File: src/rtl/multicycle_ctrl.sv
// multicycle_ctrl
// Multi-cycle control unit for a small RV32I subset (R, I-ALU, LOAD, STORE,
// BRANCH). An instruction is latched into IR in FETCH and then stepped
// through DECODE / EXEC / MEM / WB. All datapath controls are decoded from
// the current state and IR only. Any opcode outside the supported set parks
// the controller in HALT, which only reset can leave.
//
// Ports
//   clk           : clock, rising edge
//   reset         : asynchronous, active-high; returns to FETCH, clears IR/counters
//   run           : sampled only in FETCH; high latches ROM_inst and starts an instruction
//   ROM_inst      : instruction word from the instruction ROM
//   status        : ALU flags {N,Z,C,V}; Z (bit 2) resolves BEQ/BNE
//   pc_en         : PC load enable, one cycle in the final state of each instruction
//   PCSrc         : 1 = PC+imm (taken branch), 0 = PC+4
//   RegWrite      : register-file write enable (WB only)
//   ALUSrc        : 1 = imm_32, 0 = rs2 data
//   ALU_operation : 0000 AND, 0001 OR, 0010 ADD, 0110 SUB, 0111 SLT
//   write         : data-RAM write enable (STORE in MEM)
//   MemtoReg      : 0 = RAM read data, 1 = ALU result
//   immselect     : 00 I-type, 01 S-type, 10 B-type
//   halted        : high while in HALT
//   retired       : count of completed instructions, wraps
module multicycle_ctrl #(
  parameter int CNT_W = 16
) (
  input  logic             clk,
  input  logic             reset,
  input  logic             run,
  input  logic [31:0]      ROM_inst,
  input  logic [3:0]       status,
  output logic             pc_en,
  output logic             PCSrc,
  output logic             RegWrite,
  output logic             ALUSrc,
  output logic [3:0]       ALU_operation,
  output logic             write,
  output logic             MemtoReg,
  output logic [1:0]       immselect,
  output logic             halted,
  output logic [CNT_W-1:0] retired
);

  typedef enum logic [2:0] {
    S_FETCH  = 3'd0,
    S_DECODE = 3'd1,
    S_EXEC   = 3'd2,
    S_MEM    = 3'd3,
    S_WB     = 3'd4,
    S_HALT   = 3'd5
  } state_t;

  localparam logic [6:0] OP_R      = 7'b0110011;
  localparam logic [6:0] OP_I      = 7'b0010011;
  localparam logic [6:0] OP_LOAD   = 7'b0000011;
  localparam logic [6:0] OP_STORE  = 7'b0100011;
  localparam logic [6:0] OP_BRANCH = 7'b1100011;

  localparam logic [3:0] ALU_AND = 4'b0000;
  localparam logic [3:0] ALU_OR  = 4'b0001;
  localparam logic [3:0] ALU_ADD = 4'b0010;
  localparam logic [3:0] ALU_SUB = 4'b0110;
  localparam logic [3:0] ALU_SLT = 4'b0111;

  state_t           r_state;
  logic [31:0]      r_ir;
  logic [CNT_W-1:0] r_retired;
  logic             r_halted;

  logic       w_is_r, w_is_i, w_is_load, w_is_store, w_is_branch, w_known;
  logic       w_taken;
  logic [3:0] w_alu_op;
  logic       w_pc_en, w_pcsrc, w_regwrite, w_alusrc, w_write, w_memtoreg;
  logic [3:0] w_alu_out;
  logic [1:0] w_imm;
  logic       w_unused_bits;

  // Fields of IR and status that this controller does not look at.
  assign w_unused_bits = ^{r_ir[31], r_ir[29:15], r_ir[11:7], status[3], status[1:0]};

  // Instruction class from the IR opcode field.
  always_comb begin
    w_is_r      = 1'b0;
    w_is_i      = 1'b0;
    w_is_load   = 1'b0;
    w_is_store  = 1'b0;
    w_is_branch = 1'b0;
    case (r_ir[6:0])
      OP_R:      w_is_r      = 1'b1;
      OP_I:      w_is_i      = 1'b1;
      OP_LOAD:   w_is_load   = 1'b1;
      OP_STORE:  w_is_store  = 1'b1;
      OP_BRANCH: w_is_branch = 1'b1;
      default:   w_is_r      = 1'b0;
    endcase
  end

  assign w_known = w_is_r | w_is_i | w_is_load | w_is_store | w_is_branch;

  // ALU function from funct3/funct7[5]; only R-type may select SUB.
  always_comb begin
    w_alu_op = ALU_ADD;
    if (w_is_r || w_is_i) begin
      case (r_ir[14:12])
        3'b000:  w_alu_op = (w_is_r && r_ir[30]) ? ALU_SUB : ALU_ADD;
        3'b111:  w_alu_op = ALU_AND;
        3'b110:  w_alu_op = ALU_OR;
        3'b010:  w_alu_op = ALU_SLT;
        default: w_alu_op = ALU_ADD;
      endcase
    end else if (w_is_branch) begin
      w_alu_op = ALU_SUB;
    end else begin
      w_alu_op = ALU_ADD;
    end
  end

  // Branch resolution: only BEQ and BNE can be taken.
  always_comb begin
    case (r_ir[14:12])
      3'b000:  w_taken = status[2];
      3'b001:  w_taken = ~status[2];
      default: w_taken = 1'b0;
    endcase
  end

  // Control outputs from state and IR; FETCH/HALT keep the idle values.
  always_comb begin
    w_pc_en    = 1'b0;
    w_pcsrc    = 1'b0;
    w_regwrite = 1'b0;
    w_write    = 1'b0;
    w_memtoreg = 1'b0;
    w_alusrc   = 1'b0;
    w_alu_out  = ALU_ADD;
    w_imm      = 2'b00;
    case (r_state)
      S_DECODE, S_EXEC, S_MEM, S_WB: begin
        w_alu_out = w_alu_op;
        w_alusrc  = w_is_i | w_is_load | w_is_store;
        w_imm     = w_is_store ? 2'b01 : (w_is_branch ? 2'b10 : 2'b00);
      end
      default: w_alu_out = ALU_ADD;
    endcase
    case (r_state)
      S_EXEC: begin
        w_pc_en = w_is_branch;
        w_pcsrc = w_is_branch & w_taken;
      end
      S_MEM: begin
        w_pc_en = w_is_store;
        w_write = w_is_store;
      end
      S_WB: begin
        w_pc_en    = 1'b1;
        w_regwrite = 1'b1;
        w_memtoreg = w_is_r | w_is_i;
      end
      default: w_pc_en = 1'b0;
    endcase
  end

  // Sequencer: state, IR, retired counter and halt flag.
  always_ff @(posedge clk or posedge reset) begin
    if (reset) begin
      r_state   <= S_FETCH;
      r_ir      <= 32'h0000_0000;
      r_retired <= {CNT_W{1'b0}};
      r_halted  <= 1'b0;
    end else begin
      if (w_pc_en) begin
        r_retired <= r_retired + {{(CNT_W-1){1'b0}}, 1'b1};
      end else begin
        r_retired <= r_retired;
      end
      case (r_state)
        S_FETCH: begin
          if (run) begin
            r_ir    <= ROM_inst;
            r_state <= S_DECODE;
          end else begin
            r_state <= S_FETCH;
          end
        end
        S_DECODE: begin
          if (w_known) begin
            r_state <= S_EXEC;
          end else begin
            r_state  <= S_HALT;
            r_halted <= 1'b1;
          end
        end
        S_EXEC: begin
          if (w_is_r || w_is_i) begin
            r_state <= S_WB;
          end else if (w_is_load || w_is_store) begin
            r_state <= S_MEM;
          end else begin
            r_state <= S_FETCH;
          end
        end
        S_MEM:   r_state <= w_is_load ? S_WB : S_FETCH;
        S_WB:    r_state <= S_FETCH;
        S_HALT:  r_state <= S_HALT;
        default: r_state <= S_FETCH;
      endcase
    end
  end

  assign pc_en         = w_pc_en;
  assign PCSrc         = w_pcsrc;
  assign RegWrite      = w_regwrite;
  assign ALUSrc        = w_alusrc;
  assign ALU_operation = w_alu_out;
  assign write         = w_write;
  assign MemtoReg      = w_memtoreg;
  assign immselect     = w_imm;
  assign halted        = r_halted;
  assign retired       = r_retired;

endmodule

File: config.mk
export PLATFORM = sky130hd
export DESIGN_NAME = multicycle_ctrl
export DESIGN_NICKNAME = d
export VERILOG_FILES = /design/src/rtl/multicycle_ctrl.sv
export SDC_FILE = /design/constraint.sdc
export NUM_CORES = 1
export LEC_CHECK = 0
export ABC_AREA = 1
export CAP_MARGIN = 5
export CORE_MARGIN = 4
export CORE_UTILIZATION = 46
export CTS_BUF_LIST = sky130_fd_sc_hd__clkbuf_8
export DETAILED_ROUTE_END_ITERATION = 8
export HOLD_SLACK_MARGIN = 0.1
export MAX_ROUTING_LAYER = met4
export PLACE_DENSITY = 0.83
export RECOVER_POWER = 25
export SLEW_MARGIN = 25
export SYNTH_ARGS = -nofsm -noshare
export SYNTH_HDL_FRONTEND = slang
export SYNTH_SLANG_ARGS = --single-unit
File: constraint.sdc
create_clock -name clk -period 1.81 [get_ports clk]
set_input_delay 0.181 -clock clk [delete_from_list [all_inputs] [get_ports clk]]
set_output_delay 0.181 -clock clk [all_outputs]
set_load 0.01 [all_outputs]
==> metrics.md <==
| Metric | Value |
|---|---|
| Slew Viols, Final | 0 |
| DRC | 0 |
| Crit path DAT | 1660 ps |
| Peak VDD IR | 393 uV |
| Slew HR | 0.470 |
| Total leakage power | 0.00130 uW |
| Final antenna-violating net count | 0 |
| Initial antenna violation count | 0 |
| Most common cell after layout, fill and taps aside | nand2_1 |
| Dpl ws | -92.0 ps |
| Drt total wl | 5160 um |
| Mapped cell area | 1840 um2 |
| Most frequent cells in the layout | nand2_1 (96), dfrtp_1 (31), clkdlybuf4s50_1 (30) |
| Synth top area cells | dfrtp_1 (42%), nand2_1 (20%), nand4_1 (7.8%) |
| Post-synth net total | 298 |
| TritonCTS Buffers | 5 |
| Tightest Pin Transition | 795 ps |
| # diodes | 0 |
| Vias per cell | 5.39 |
| Yosys reg bits | 31 |
| Worst clock skew | 3.11 ps |
| # Max-Cap Violations | 0 |
| Synth top area share | 0.421 |
| GPL Wtd Cong | 0.899 |
| Mapped Cells | 258 |
| Hold Fails Final Rpt | 0 |
| Sink Count | 31 |
| Failing checks | negative setup slack |
| CTS max path bufs | 2 |
| WL/cell | 13.6 um |
| Fin crit share | 1.02 |
| Maximum fanout along the worst path | 2 |
| Starting DRT DRC Count | 277 |
| Core area | 3770 um2 |
| Drt pass-1 iters | 5 |
| Vias in the first global route | 1,861 |
| Min-delay worst type | input pin to register |
| HPWL Detailed | 3410 um |
| Worst-skew pair later-pin latency | 290 ps |
| P per Cell Area | 507 nW/um2 |
| GRT Overall Usage | 0.218 |
| Share of cells above drive strength 1 | 0.200 |
| Starting density of the core | 0.488 |
| Die X | 71.3 um |
| Port bufs | 42 |
| Via count | 2,036 |
| Unique masters post-synth | 25 |
| Startpoint types | register |
| TritonCTS clock tree | yes |
| Clock Tree Root | clkbuf_8 |
| WP data required | 1630 ps |
| Leading area contributor after synthesis | dfrtp_1 |
| Worst-path clk slew | 60 ps |
| Syn_area_per_cell | 7.13 um2 |
| Hold_buf cts | 0 |
| Min Tclk post-route | 1840 ps |
| Remaining global-route overflow | 0 |
| Status | complete, but fails checks |
| Final setup fails | 4 |
| Crit path kind | register to primary output |
| Row count | 22 |
| Crit. End Element | primary output |
| H-Tree Depth | 2 |
| Area growth, synth to finish | 44.3% |
| Die Ht | 71.3 um |
| Setup TNS | -84.9 ps |
| YS warnings | 0 |
| Final net count | 369 |
| Full die area | 5080 um2 |
| RSZ-0062 raised after global routing | yes |
| First-pass GRT wire length | 8540 um |
| Largest net degree at the start of global routing | 32 |
| Sequential cell area fraction in the yosys report | 0.421 |
| Top Ports | 68 |
| Setup ws final | -34.8 ps |
| Fmax | 542 MHz |
per-stage QoR:
stage	std cells	util	area (um2)	hold WS, ps	power, uW
6_report	378	0.704	2660	419	1350
5_1_grt	378	0.704	2660	440	1390
4_1_cts	379	0.699	2640	285	1360
3_5_place_dp	363	0.648	2440	468	754
3_3_place_gp	363	0.648	2440	453	753
2_1_floorplan	258	-	1840	285	719
worst paths after layout:
| path | startpoint | endpoint | slack, ps | depth (start not counted) |
|---|---|---|---|---|
| worst max-delay path | r_ir[2] | write | -30 | 6 |
| worst max register to register | r_state[1] | retired[9] | 230 | 9 |
| max in group asynchronous | reset | r_ir[30] | 760 | 3 |
| worst min-delay path | ROM_inst[0] | r_ir[0] | 420 | 3 |
| worst min register to register | halted | halted | 480 | 2 |
| min in group asynchronous | reset | retired[0] | 550 | 3 |
registers in the layout, summed over array words and instances (netlist names):
name / count
halted: 1
retired: 16
r_state: 3
r_ir: 11
metal layers:
layer,GRT usage,vias to the layer above,share of wire
li1,-,980,-
met1,0.261,937,0.39
met2,0.366,103,0.50
met3,0.0449,16,0.081
met4,0.0710,0,0.025
met5,-,-,0
final cells by class:
cell class,instances,area (um2)
Fill cell,302,1110
Sequential cell,31,776
Clock buffer,7,96.3
Inverter,24,90.1
Multi-Input combinational cell,196,1010
Tap cell,48,60.1
Clock inverter,1,3.75
Timing Repair Buffer,71,624
power by group:
part	internal, uW	leakage (uW)	total (uW)	switching (uW)
Combinational	27.2	0.000859	47.0	19.8
Sequential	693	0.000386	693	0
Clock	341	0.0000557	608	267
Total	1060	0.00130	1350	287
cell families after synthesis:
group,count (synthesis),synth area share
AOI/OAI and AO/OA,15,0.0415
xor gates and xnor gates,8,0.0381
adders and majority gates,1,0.00680
buffers and inverters,31,0.0721
DFF,31,0.421
other,1,0.00204
and+or+nand+nor,171,0.418
cells in the mapped netlist, drive strengths merged:
master,number
xnor2,5
nor2,24
nand4,23
dfrtp,31
conb,1
inv,24
o21ai,12
nand3,16
a21oi,2
nand2,100
buf,7
ha,1
and2,1
xor2,3
nor4,2
nor3,5
a31oi,1
worst max-delay path: stages (launching register included):
cell and delay (ps):
dfrtp_1 400, nor3_4 230, nand2_2 100, buf_4 140, buf_4 130, nor4_4 170
buf_2 180
what timing repair did:
action                                  4_1_cts  5_1_grt
endpoints found under the setup margin       11       10
resized for setup                            46       23
pin swaps                                     6        4
setup buffers                                 9        1
Power figures use the tool's default switching activity.
